[config.mk]
export PLATFORM = sky130hd
export DESIGN_NAME = pipelined_compressed_adder
export DESIGN_NICKNAME = d
export VERILOG_FILES = /design/src/rtl/pipelined_compressed_adder.sv
export SDC_FILE = /design/constraint.sdc
export NUM_CORES = 1
export LEC_CHECK = 0
export BUFFER_PORTS_ARGS = -buffer_cell sky130_fd_sc_hd__buf_2
export CORE_MARGIN = 8
export CORE_UTILIZATION = 45
export DETAILED_ROUTE_END_ITERATION = 10
export GPL_TIMING_DRIVEN = 0
export HOLD_SLACK_MARGIN = 0.1
export PLACE_DENSITY = 0.68
export SLEW_MARGIN = 40
export SYNTH_ARGS = -nofsm -noshare
export SYNTH_HDL_FRONTEND = slang
export SYNTH_SLANG_ARGS = --single-unit
[constraint.sdc]
create_clock -name clk -period 1.95 [get_ports clk]
set_clock_uncertainty 0.05 [all_clocks]
set_input_delay 0.195 -clock clk [delete_from_list [all_inputs] [get_ports clk]]
set_output_delay 0.195 -clock clk [all_outputs]
set_load 0.05 [all_outputs]
[src/rtl/pipelined_compressed_adder.sv]
// pipelined_compressed_adder
//   Streaming K-bit add/subtract, split into L = K/SEG registered carry
//   segments so that each cycle only resolves a SEG-bit carry chain.
//   Full throughput with valid/ready backpressure on both sides.
//
// Parameters:
//   K    operand/result width (even, >= 4)
//   SEG  bits resolved per stage (even, divides K, 2 <= SEG <= K)
//
// Ports:
//   clk, rst_n           clock (rising edge), async active-low reset
//   in_valid / in_ready  operand beat handshake
//   a, b, cin, sub       operands; sub=0: a+b+cin, sub=1: a-b-cin
//   out_valid/out_ready  result beat handshake
//   sum, cout, ovf       result mod 2^K, raw MSB carry, signed overflow
module pipelined_compressed_adder #(
  parameter int unsigned K   = 16,
  parameter int unsigned SEG = 4
) (
  input  logic         clk,
  input  logic         rst_n,
  input  logic         in_valid,
  output logic         in_ready,
  input  logic [K-1:0] a,
  input  logic [K-1:0] b,
  input  logic         cin,
  input  logic         sub,
  output logic         out_valid,
  input  logic         out_ready,
  output logic [K-1:0] sum,
  output logic         cout,
  output logic         ovf
);

  localparam int unsigned L = K / SEG;

  // Effective operands: subtraction is a + ~b + ~cin.
  logic [K-1:0] bx_in;
  logic         c0;

  assign bx_in = sub ? ~b : b;
  assign c0    = sub ? ~cin : cin;

  // Per-stage state. Full-width words are kept per stage for uniform
  // indexing; bits a stage never reads are trimmed by synthesis.
  logic [L-1:0] v;
  logic [L-1:0] c_r;
  logic [K-1:0] a_r   [L];
  logic [K-1:0] bx_r  [L];
  logic [K-1:0] sum_r [L];

  logic [L:0]   rdy;
  logic [L-1:0] v_src;
  logic [L-1:0] c_src;
  logic [L-1:0] c_nx;
  logic [K-1:0] a_src   [L];
  logic [K-1:0] bx_src  [L];
  logic [K-1:0] sum_src [L];
  logic [K-1:0] sum_nx  [L];

  // SEG-bit adder built from 2-bit groups: within a pair the low bit's
  // carry feeds the high sum bit, and the pair's group generate/propagate
  // forms the carry into the next pair.
  function automatic logic [SEG:0] seg_add(
    input logic [SEG-1:0] x,
    input logic [SEG-1:0] y,
    input logic           ci
  );
    logic [SEG-1:0] g;
    logic [SEG-1:0] p;
    logic [SEG-1:0] s;
    logic           c;
    logic           c_mid;
    g = x & y;
    p = x ^ y;
    s = '0;
    c = ci;
    for (int unsigned j = 0; j < SEG / 2; j++) begin
      s[2*j]   = p[2*j] ^ c;
      c_mid    = g[2*j] | (p[2*j] & c);
      s[2*j+1] = p[2*j+1] ^ c_mid;
      c        = (g[2*j+1] | (p[2*j+1] & g[2*j])) | (p[2*j+1] & p[2*j] & c);
    end
    return {c, s};
  endfunction

  // Ready chain from the output back to the input: an empty stage always
  // accepts, so bubbles collapse even while the output is stalled.
  always_comb begin
    rdy    = '0;
    rdy[L] = out_ready;
    for (int unsigned i = 0; i < L; i++) begin
      rdy[L-1-i] = !v[L-1-i] || rdy[L-i];
    end
  end

  // Stage inputs: stage 0 takes the pins, later stages the previous stage.
  always_comb begin
    v_src[0]   = in_valid;
    c_src[0]   = c0;
    a_src[0]   = a;
    bx_src[0]  = bx_in;
    sum_src[0] = '0;
    for (int unsigned s = 1; s < L; s++) begin
      v_src[s]   = v[s-1];
      c_src[s]   = c_r[s-1];
      a_src[s]   = a_r[s-1];
      bx_src[s]  = bx_r[s-1];
      sum_src[s] = sum_r[s-1];
    end
  end

  // Each stage resolves its own slice and passes lower results through.
  always_comb begin
    for (int unsigned s = 0; s < L; s++) begin
      sum_nx[s] = sum_src[s];
      {c_nx[s], sum_nx[s][s*SEG +: SEG]} =
        seg_add(a_src[s][s*SEG +: SEG], bx_src[s][s*SEG +: SEG], c_src[s]);
    end
  end

  always_ff @(posedge clk or negedge rst_n) begin
    if (!rst_n) begin
      v   <= '0;
      c_r <= '0;
      for (int unsigned s = 0; s < L; s++) begin
        a_r[s]   <= '0;
        bx_r[s]  <= '0;
        sum_r[s] <= '0;
      end
    end else begin
      for (int unsigned s = 0; s < L; s++) begin
        if (rdy[s]) begin
          v[s] <= v_src[s];
          if (v_src[s]) begin
            a_r[s]   <= a_src[s];
            bx_r[s]  <= bx_src[s];
            sum_r[s] <= sum_nx[s];
            c_r[s]   <= c_nx[s];
          end
        end
      end
    end
  end

  assign in_ready  = rdy[0];
  assign out_valid = v[L-1];
  assign sum       = sum_r[L-1];
  assign cout      = c_r[L-1];
  // Operand sign bits travel with the beat so overflow needs only the
  // final stage's registers.
  assign ovf       = (a_r[L-1][K-1] == bx_r[L-1][K-1]) &&
                     (sum_r[L-1][K-1] != a_r[L-1][K-1]);

endmodule

==> results.yml, run 1 <==
status:
  status: "finished clean"
final_layout:
  utilization_pct: 56.3
  stdcell_count: 571
  final.fill_count: 814
  drive_gt1_share_pct: 35.6
  syn_to_final_growth_pct: 23.2
  final_nets: 495
  num_antenna_cells: 0
grt:
  antenna_found_initial: 0
  grt_overflow: 0
  grt_max_degree: 71
  grt_pass1_vias: 2945
  grt_usage_pct: 13.7
  grt_pass1_wl_um: 14000
synth:
  synth.area.top_cells: "dfrtp_1, mux2_2, ha_1"
  synth-seq-area-share_pct: 56.0
  synthMostInstantiatedCell: "dfrtp_1"
  syn_area_sq_mm: 0.00438
  synth-seq-cells: 98
  synth.avg_cell_area_sq_um: 12.9
  yosys_warnings: 0
  yosysTopAreaCellShare_pct: 56.0
  synth_common_cells: "dfrtp_1, mux2_2, nand2_1, o21ai_0, inv_1"
  synth_edf_count: 0
  synthArstFlopShare_pct: 100
  synthDistinctLibCells: 25
  synth_top_cell_by_area: "dfrtp_1"
  synth-main-ff-cell: "dfrtp_1"
  syn-num-nets: 403
  postSynthCellCount: 341
drt:
  drc: 0
  first_iter_violations: 122
  drt_wl_total_um: 8150
  wl_per_cell_um: 14.3
  first_pass_iters: 4
  num_vias: 2725
  vias_per_cell: 4.77
  ant_nets: 0
timing:
  fmax_ghz: 0.529
  slew_violations: 0
  maxSlewHeadroom_pct: 72.9
  final_hold_viol_count: 0
  setup_tns_ps: 0
  setup_viol: 0
  setup_ws_ps: 58.2
  period_share_pct: 97.0
  tightest_slew_ps: 406
  rsz0062_at_grt: "false"
  period_needed_ps: 1890
clock_network:
  cts_buffers: 9
  clock_path_buffers: 2
  clock_sinks: 98
  root_buffer: "clkbuf_8"
  ctsHtreeMaxLevel: 3
  worstSkewPairLatency_ps: 350
  path_clk_slew_ps: 80
  cts_tree: "done"
  post_cts_buffers: 0
floorplanning:
  start_util_pct: 45.7
  die-area_sq_mm: 0.0132
  die_w_um: 115
  ioPinCount: 58
  chipHeight_um: 115
  rows: 36
  coreArea_sq_mm: 0.00959
pwr:
  switchingPower_uw: 2580
  p_seq_share_pct: 43.1
  p_clk_share_pct: 21.0
  power_frac_comb_pct: 35.9
  power_density_mw_per_mm2: 1340
  p_leak_uw: 0.00251
  p_sw_share_pct: 35.5
  finalPower_uw: 7250
  ir_drop_v: 0.000491
  p_int_uw: 4680
setup_path:
  startpoint_type: "input port"
  crit_top_cell: "buf_2"
  crit_type: "in -> out"
  critical_path_arrival_ps: 1650
  critical-path-max-stage-delay_ps: 530
  worstPathMaxFanout: 4
  critPathTopFamily: "buffers and inverters"
  path_cells: "dlygate4sd3_1 > buf_2 > nand4b_2 > or2_2 > buf_2"
  r2r_setup_slack_ps: 140
  crit_path_end_kind: "output pin"
  crit_buf_inv: 3
  cp_slowest_cell: "dlygate4sd3_1"
  crit_required_ps: 1700
place:
  io_buffer_count: 56
  dp_slack_ps: -326
  place_inst: 531
  place_hpwl_um: 6080
  gp_congestion: 0.826
job:
  cap_violations: 0
min_path:
  hp-class: "in -> reg"
## stage by stage
| step | instance area, sq um | hold slack, ps |
|---|---|---|
| 4_1_cts | 5390 | 105 |
| 6_report | 5400 | 114 |
| 2_1_floorplan | 4410 | -151 |
| 3_5_place_dp | 4900 | 8.25 |
| 5_1_grt | 5400 | 122 |
| 3_3_place_gp | 4860 | 377 |
## cell usage in the layout, fill, tap and decap left out, drive strengths merged, types with 5 or more instances in the layout
cell,instances
fa,8
ha,16
mux2,64
o21ai,31
xnor2,12
dlygate4sd3,24
a21oi,8
xor2,13
nand2,36
inv,18
dfrtp,98
clkbuf,15
buf,68
nor2,5
## worst min-delay path: cells and delay by family
| kind | cells | cell delay [ps] |
|---|---|---|
| buffers and inverters | 1 | 100 |
| AO/OA/AOI/OAI | 1 | 70 |
| XOR/XNOR | 1 | 100 |
## sequential cells by signal (all words and copies together), names as in the netlist
signal	flops
a_r	25
bx_r	25
c_r	4
sum	16
sum_nx	24
v	4
## what timing repair did
| item | CTS | global route |
|---|---|---|
| resized for setup | 0 | 5 |
| hold endpoints to repair | 122 | 0 |
| setup endpoints to repair | 0 | 5 |
| hold buffers | 24 | 0 |
## logic make-up (layout without fill, tap and decap cells)
| kind of cell | count (synthesis) | after routing | share of synthesized area, % |
|---|---|---|---|
| flops | 98 | 98 | 56.0 |
| mux | 64 | 64 | 16.4 |
| simple gates | 54 | 54 | 5.57 |
| compound gates | 45 | 45 | 5.80 |
| buf+inv | 31 | 128 | 3.03 |
| xor+xnor | 25 | 25 | 5.00 |
| fa+ha+maj | 24 | 24 | 8.22 |
## power by group through the flow
| stage | logic [uW] | registers (uW) | clock network, uW |
|---|---|---|---|
| 6_report | 2610 | 3120 | 1520 |
| 5_1_grt | 2890 | 3230 | 1650 |
| 4_1_cts | 2630 | 3130 | 1570 |
| 3_5_place_dp | 2590 | 3180 | 0 |
| 3_3_place_gp | 2490 | 3150 | 0 |
| 2_1_floorplan | 1390 | 3670 | 0 |
## path summary, 6_finish.rpt
kind | from | depth (start not counted) | to
max in group asynchronous | rst_n | 3 | bx_r[55]
min in group asynchronous | rst_n | 2 | sum[12]
max reg2reg | a_r[53] | 6 | sum_nx[23]
min | b[13] | 3 | bx_r[61]
max | out_ready | 5 | in_ready
min reg2reg | sum_nx[32] | 2 | sum_nx[32]
## metal layers
metal | wire [um] | vias to the layer above | part of all wire [%] | GRT usage [%]
li1 | - | 1331 | - | -
met1 | 3690 | 1341 | 45 | 16.8
met2 | 3990 | 44 | 49 | 22.7
met3 | 326 | 9 | 4.0 | 2.74
met4 | 146 | 0 | 1.8 | 6.39
met5 | 0 | - | 0 | 0
## cell type report
class / count / area (sq um) / share of cell area, %
Clock inverter: 3 / 68.8 / 1.27
Tap cell: 133 / 166 / 3.08
Sequential cell: 98 / 2450 / 45.4
Timing Repair Buffer: 81 / 558 / 10.3
Clock buffer: 13 / 179 / 3.31
Multi-Input combinational cell: 212 / 1810 / 33.6
Buffer: 13 / 93.8 / 1.74
Inverter: 18 / 67.6 / 1.25
Note: power is estimated with default switching activity, not from simulation.
==> inputs of run 2 (changes only) <==
CORE_MARGIN = not set   (was 8)
clock period = 1.8 ns   (was 1.95 ns; I/O delays follow)
==> run 2 against run 1 <==
First-iteration DRC count fell by 54%; largest cell class unchanged; sequential cell count did not move; critical endpoint is now sum_nx[10]; combinational power rose by 14%; register-to-register slack got worse by 130 ps.
==> results.yml, run 2 (synthesis results as in run 1) <==
floorplanning:
  ioPinCount: 58
  coreArea_sq_mm: 0.00933
  die-area_sq_mm: 0.0101
  chipHeight_um: 101
  start_util_pct: 47.0
  rows: 35
  die_w_um: 101
final_layout:
  drive_gt1_share_pct: 37.7
  final_nets: 508
  stdcell_count: 580
  syn_to_final_growth_pct: 24.7
  final_cell_mix: "dfrtp_1, mux2_2, buf_2, nand2_1, dlygate4sd3_1"
  utilization_pct: 58.6
  num_antenna_cells: 0
  layout_commonest_cell: "dfrtp_1"
grt:
  grt_usage_pct: 16.8
  grt_overflow: 0
  antenna_found_initial: 0
  grt_pass1_vias: 2716
  grt_max_degree: 74
  grt_pass1_wl_um: 13000
pwr:
  p_sw_share_pct: 36.8
  switchingPower_uw: 2820
  power_frac_comb_pct: 38.6
  p_int_uw: 4860
  p_seq_share_pct: 44.0
  p_clk_share_pct: 17.4
  power_density_mw_per_mm2: 1410
  ir_drop_v: 0.000547
  p_leak_uw: 0.00254
drt:
  drt_wl_total_um: 7880
  wl_per_cell_um: 13.6
  vias_per_cell: 4.74
  first_pass_iters: 4
  ant_nets: 0
  num_vias: 2748
  drc: 0
  first_iter_violations: 56
timing:
  final_hold_viol_count: 0
  tightest_slew_ps: 394
  maxSlewHeadroom_pct: 73.7
  setup_viol: 0
  period_share_pct: 99.5
  period_needed_ps: 1790
  fmax_ghz: 0.558
  slew_violations: 0
  rsz0062_at_grt: "true"
  setup_tns_ps: 0
min_path:
  hp-class: "in -> reg"
setup_path:
  timing.rr.start: "bx_r[40]"
  crit_path_end_kind: "flip-flop"
  startpoint_type: "flip-flop"
  crit_type: "reg -> reg"
  r2r_setup_slack_ps: 9
  timing.rr.end: "sum_nx[10]"
  crit_required_ps: 2030
  critical_path_arrival_ps: 2020
  reg2regPathDepth: 6
  crit_end: "sum_nx[10]"
  worstPathMaxFanout: 3
  startpoint: "bx_r[40]"
place:
  io_buffer_count: 56
  place_inst: 527
  gp_congestion: 0.831
  place_hpwl_um: 5520
clock_network:
  cts_buffers: 9
  cts_tree: "done"
  ctsHtreeMaxLevel: 3
  clock_path_buffers: 2
  path_clk_slew_ps: 90
  worstSkewPairLatency_ps: 340
  root_buffer: "clkbuf_8"
  clock_sinks: 98
job:
  cap_violations: 0
status:
  status: "finished clean"
-- run 2: changes by cell type in the layout (fill, tap and decap cells not counted), sizes merged --
cell         change
bufinv           -2
buf              +9
clkinvlp         +3
clkinv           -1
dlygate4sd3      +4
-- run 2: what timing repair did --
item,4_1_cts,5_1_grt
hold endpoints to repair,123,0
setup endpoints to repair,3,9
setup buffers,0,10
hold buffers,28,0
gates resized for setup,3,9
pin swaps,1,9
-- run 2: power groups by stage --
stage / sequential [uW] / combinational (uW) / clock, uW
detailed placement: 3440 / 2770 / 0
global placement: 3410 / 2680 / 0
CTS: 3390 / 2850 / 1390
floorplan: 3980 / 1510 / 0
global route: 3480 / 3280 / 1450
finish: 3380 / 2970 / 1330
-- run 2: per-stage QoR --
step	hold WS (ps)	power [uW]	setup slack (ps)	area, sq um
floorplan	-166	5490	-292	4410
global placement	363	6090	-631	4860
global route	116	8220	-52.7	5460
finish	120	7680	9.13	5460
CTS	102	7620	-4.05	5380
detailed placement	-13.1	6210	-453	4890
-- run 2: worst max-delay path: stages (launching register included) --
cell and delay, ps:
dfrtp_1 410, ha_1 280, a21oi_1 160, nor2b_1 90, nor2_1 150, fa_2 460
o21ai_1 130
-- run 2: final cells by class --
cell class,instances,area (sq um)
buffer,12,75.1
clock buffer,13,169
clock inverter,3,22.5
fill,796,3860
inverter,18,67.6
multi-input combinational,212,1840
sequential,98,2450
tap,129,161
timing repair buffer,95,673
-- run 2: layer usage --
metal | GRT usage (%) | share of wire (%)
met1 | 22.6 | 46
met2 | 27.5 | 50
met3 | 2.36 | 2.1
met4 | 6.69 | 1.4
met5 | 0 | 0
-- run 2: worst min-delay path by stage --
stage	slack (ps)	start	cells past startpoint	to
2_1_floorplan	-170	rst_n	0	a_r[15]
5_1_grt	120	b[6]	4	bx_r[54]
3_3_place_gp	360	a[12]	2	a_r[60]
4_1_cts	100	sub	3	bx_r[63]
6_report	120	b[6]	4	bx_r[54]
3_5_place_dp	-10	rst_n	1	sum[14]
==> inputs of run 3 (changes only) <==
PLACE_DENSITY = not set   (was 0.68)
PLACE_DENSITY_LB_ADDON = 0.12   (was not set)
==> run 3 against run 2 <==
Die area unchanged; cell area up 1.3%; routed wire length up 1.9%; clock power up 19%; highest routed layer unchanged.
==> results.yml, run 3 (synthesis results as in run 1) <==
drt:
  vias_per_cell: 4.80
  num_vias: 2781
  wl_per_cell_um: 13.9
  first_pass_iters: 4
  drc: 0
  drt_wl_total_um: 8030
  ant_nets: 0
  first_iter_violations: 62
grt:
  grt_pass1_vias: 2760
  antenna_found_initial: 0
  grt_usage_pct: 17.7
  grt_pass1_wl_um: 13500
  grt_max_degree: 68
  grt_overflow: 0
floorplanning:
  start_util_pct: 47.0
  coreArea_sq_mm: 0.00933
  ioPinCount: 58
  die_w_um: 101
  chipHeight_um: 101
  die-area_sq_mm: 0.0101
  rows: 35
clock_network:
  cts_buffers: 9
  ctsHtreeMaxLevel: 3
  clock_sinks: 98
  path_clk_slew_ps: 90
  cts_tree: "done"
  worstSkewPairLatency_ps: 370
  clock_path_buffers: 2
  root_buffer: "clkbuf_8"
setup_path:
  crit_path_end_kind: "flip-flop"
  worstPathMaxFanout: 3
  startpoint_type: "flip-flop"
  crit_required_ps: 2040
  timing.rr.end: "sum[14]"
  timing.rr.start: "a_r[28]"
  r2r_setup_slack_ps: 50
  crit_type: "reg -> reg"
  critical_path_arrival_ps: 1990
  reg2regPathDepth: 5
final_layout:
  drive_gt1_share_pct: 37.8
  stdcell_area_sq_mm: 0.00553
  final_cell_mix: "dfrtp_1, mux2_2, buf_2, nand2_1, dlygate4sd3_1"
  syn_to_final_growth_pct: 26.3
  final_nets: 507
  utilization_pct: 59.3
  num_antenna_cells: 0
  layout_commonest_cell: "dfrtp_1"
pwr:
  p_clk_share_pct: 20.0
  p_int_uw: 5050
  power_frac_comb_pct: 37.1
  ir_drop_v: 0.000595
  power_density_mw_per_mm2: 1430
  p_sw_share_pct: 36.3
  p_seq_share_pct: 42.9
  p_leak_uw: 0.00255
  switchingPower_uw: 2880
min_path:
  hold_start: "out_ready"
  min_path_cells: 3
  hp-class: "in -> reg"
  min_to: "v[1]"
timing:
  setup_viol: 0
  maxSlewHeadroom_pct: 71.3
  final_hold_viol_count: 0
  period_share_pct: 97.1
  setup_tns_ps: 0
  tightest_slew_ps: 431
  slew_violations: 0
  period_needed_ps: 1750
  rsz0062_at_grt: "true"
  fmax_ghz: 0.572
place:
  dpl-instance-area_sq_mm: 0.00489
  place_hpwl_um: 5580
  gp_congestion: 0.798
  io_buffer_count: 56
status:
  status: "finished clean"
job:
  cap_violations: 0
## run 3: cell count changes in the layout (fill, tap and decap cells not counted), sizes merged
cell	delta
clkinv	+3
bufinv	+2
clkinvlp	-2
clkbuf	-3
buf	-6
dlygate4sd3	+5
## run 3: worst max path at each step
stage                 end  startpoint
4_1_cts        sum_nx[23]    bx_r[53]
2_1_floorplan  sum_nx[34]         sub
3_5_place_dp   sum_nx[34]         sub
5_1_grt        sum_nx[22]     a_r[52]
3_3_place_gp         v[3]       rst_n
6_report          sum[14]     a_r[28]
## run 3: what timing repair did
| item | in CTS | in global routing |
|---|---|---|
| hold buffers | 33 | 0 |
| pin swaps | 1 | 4 |
| setup buffers | 2 | 2 |
| endpoints found under the hold margin | 125 | 0 |
| gates resized for setup | 4 | 13 |
| setup endpoints to repair | 4 | 11 |
## run 3: final cells by class
cell class	instances	area (sq um)
Buffer	12	75.1
Clock buffer	10	138
Clock inverter	6	90.1
Sequential cell	98	2450
Tap cell	129	161
Timing Repair Buffer	94	678
Inverter	18	67.6
Fill cell	797	3790
Multi-Input combinational cell	212	1870
## run 3: critical path, cell delays in order (launching register included)
cell	delay [ps]
dfrtp_1	410
ha_1	300
a21o_1	190
a21oi_2	170
fa_1	430
o21ai_1	140
## run 3: routing by layer
layer  vias to the layer above  GRT usage, %  wire length, um
li1                       1351             -                -
met3                        10          3.61              292
met4                         0          7.02              124
met5                         -             0                0
met2                        53          28.3             3850
met1                      1367          23.9             3770
## run 3: through the flow
step	setup slack [ps]	std cells	hold slack (ps)	total power (uW)
4_1_cts	9.39	578	116	7910
5_1_grt	-21.5	579	150	8460
3_3_place_gp	-674	526	361	6110
6_report	51.6	579	137	7930
3_5_place_dp	-432	527	3.25	6220
2_1_floorplan	-292	341	-166	5490
## run 3: power by group through the flow
stage               clock network, uW  logic, uW  registers [uW]
finish                           1580       2940            3400
global route                     1710       3240            3510
CTS                              1620       2890            3400
detailed placement                  0       2770            3450
global placement                    0       2690            3410
floorplan                           0       1510            3980
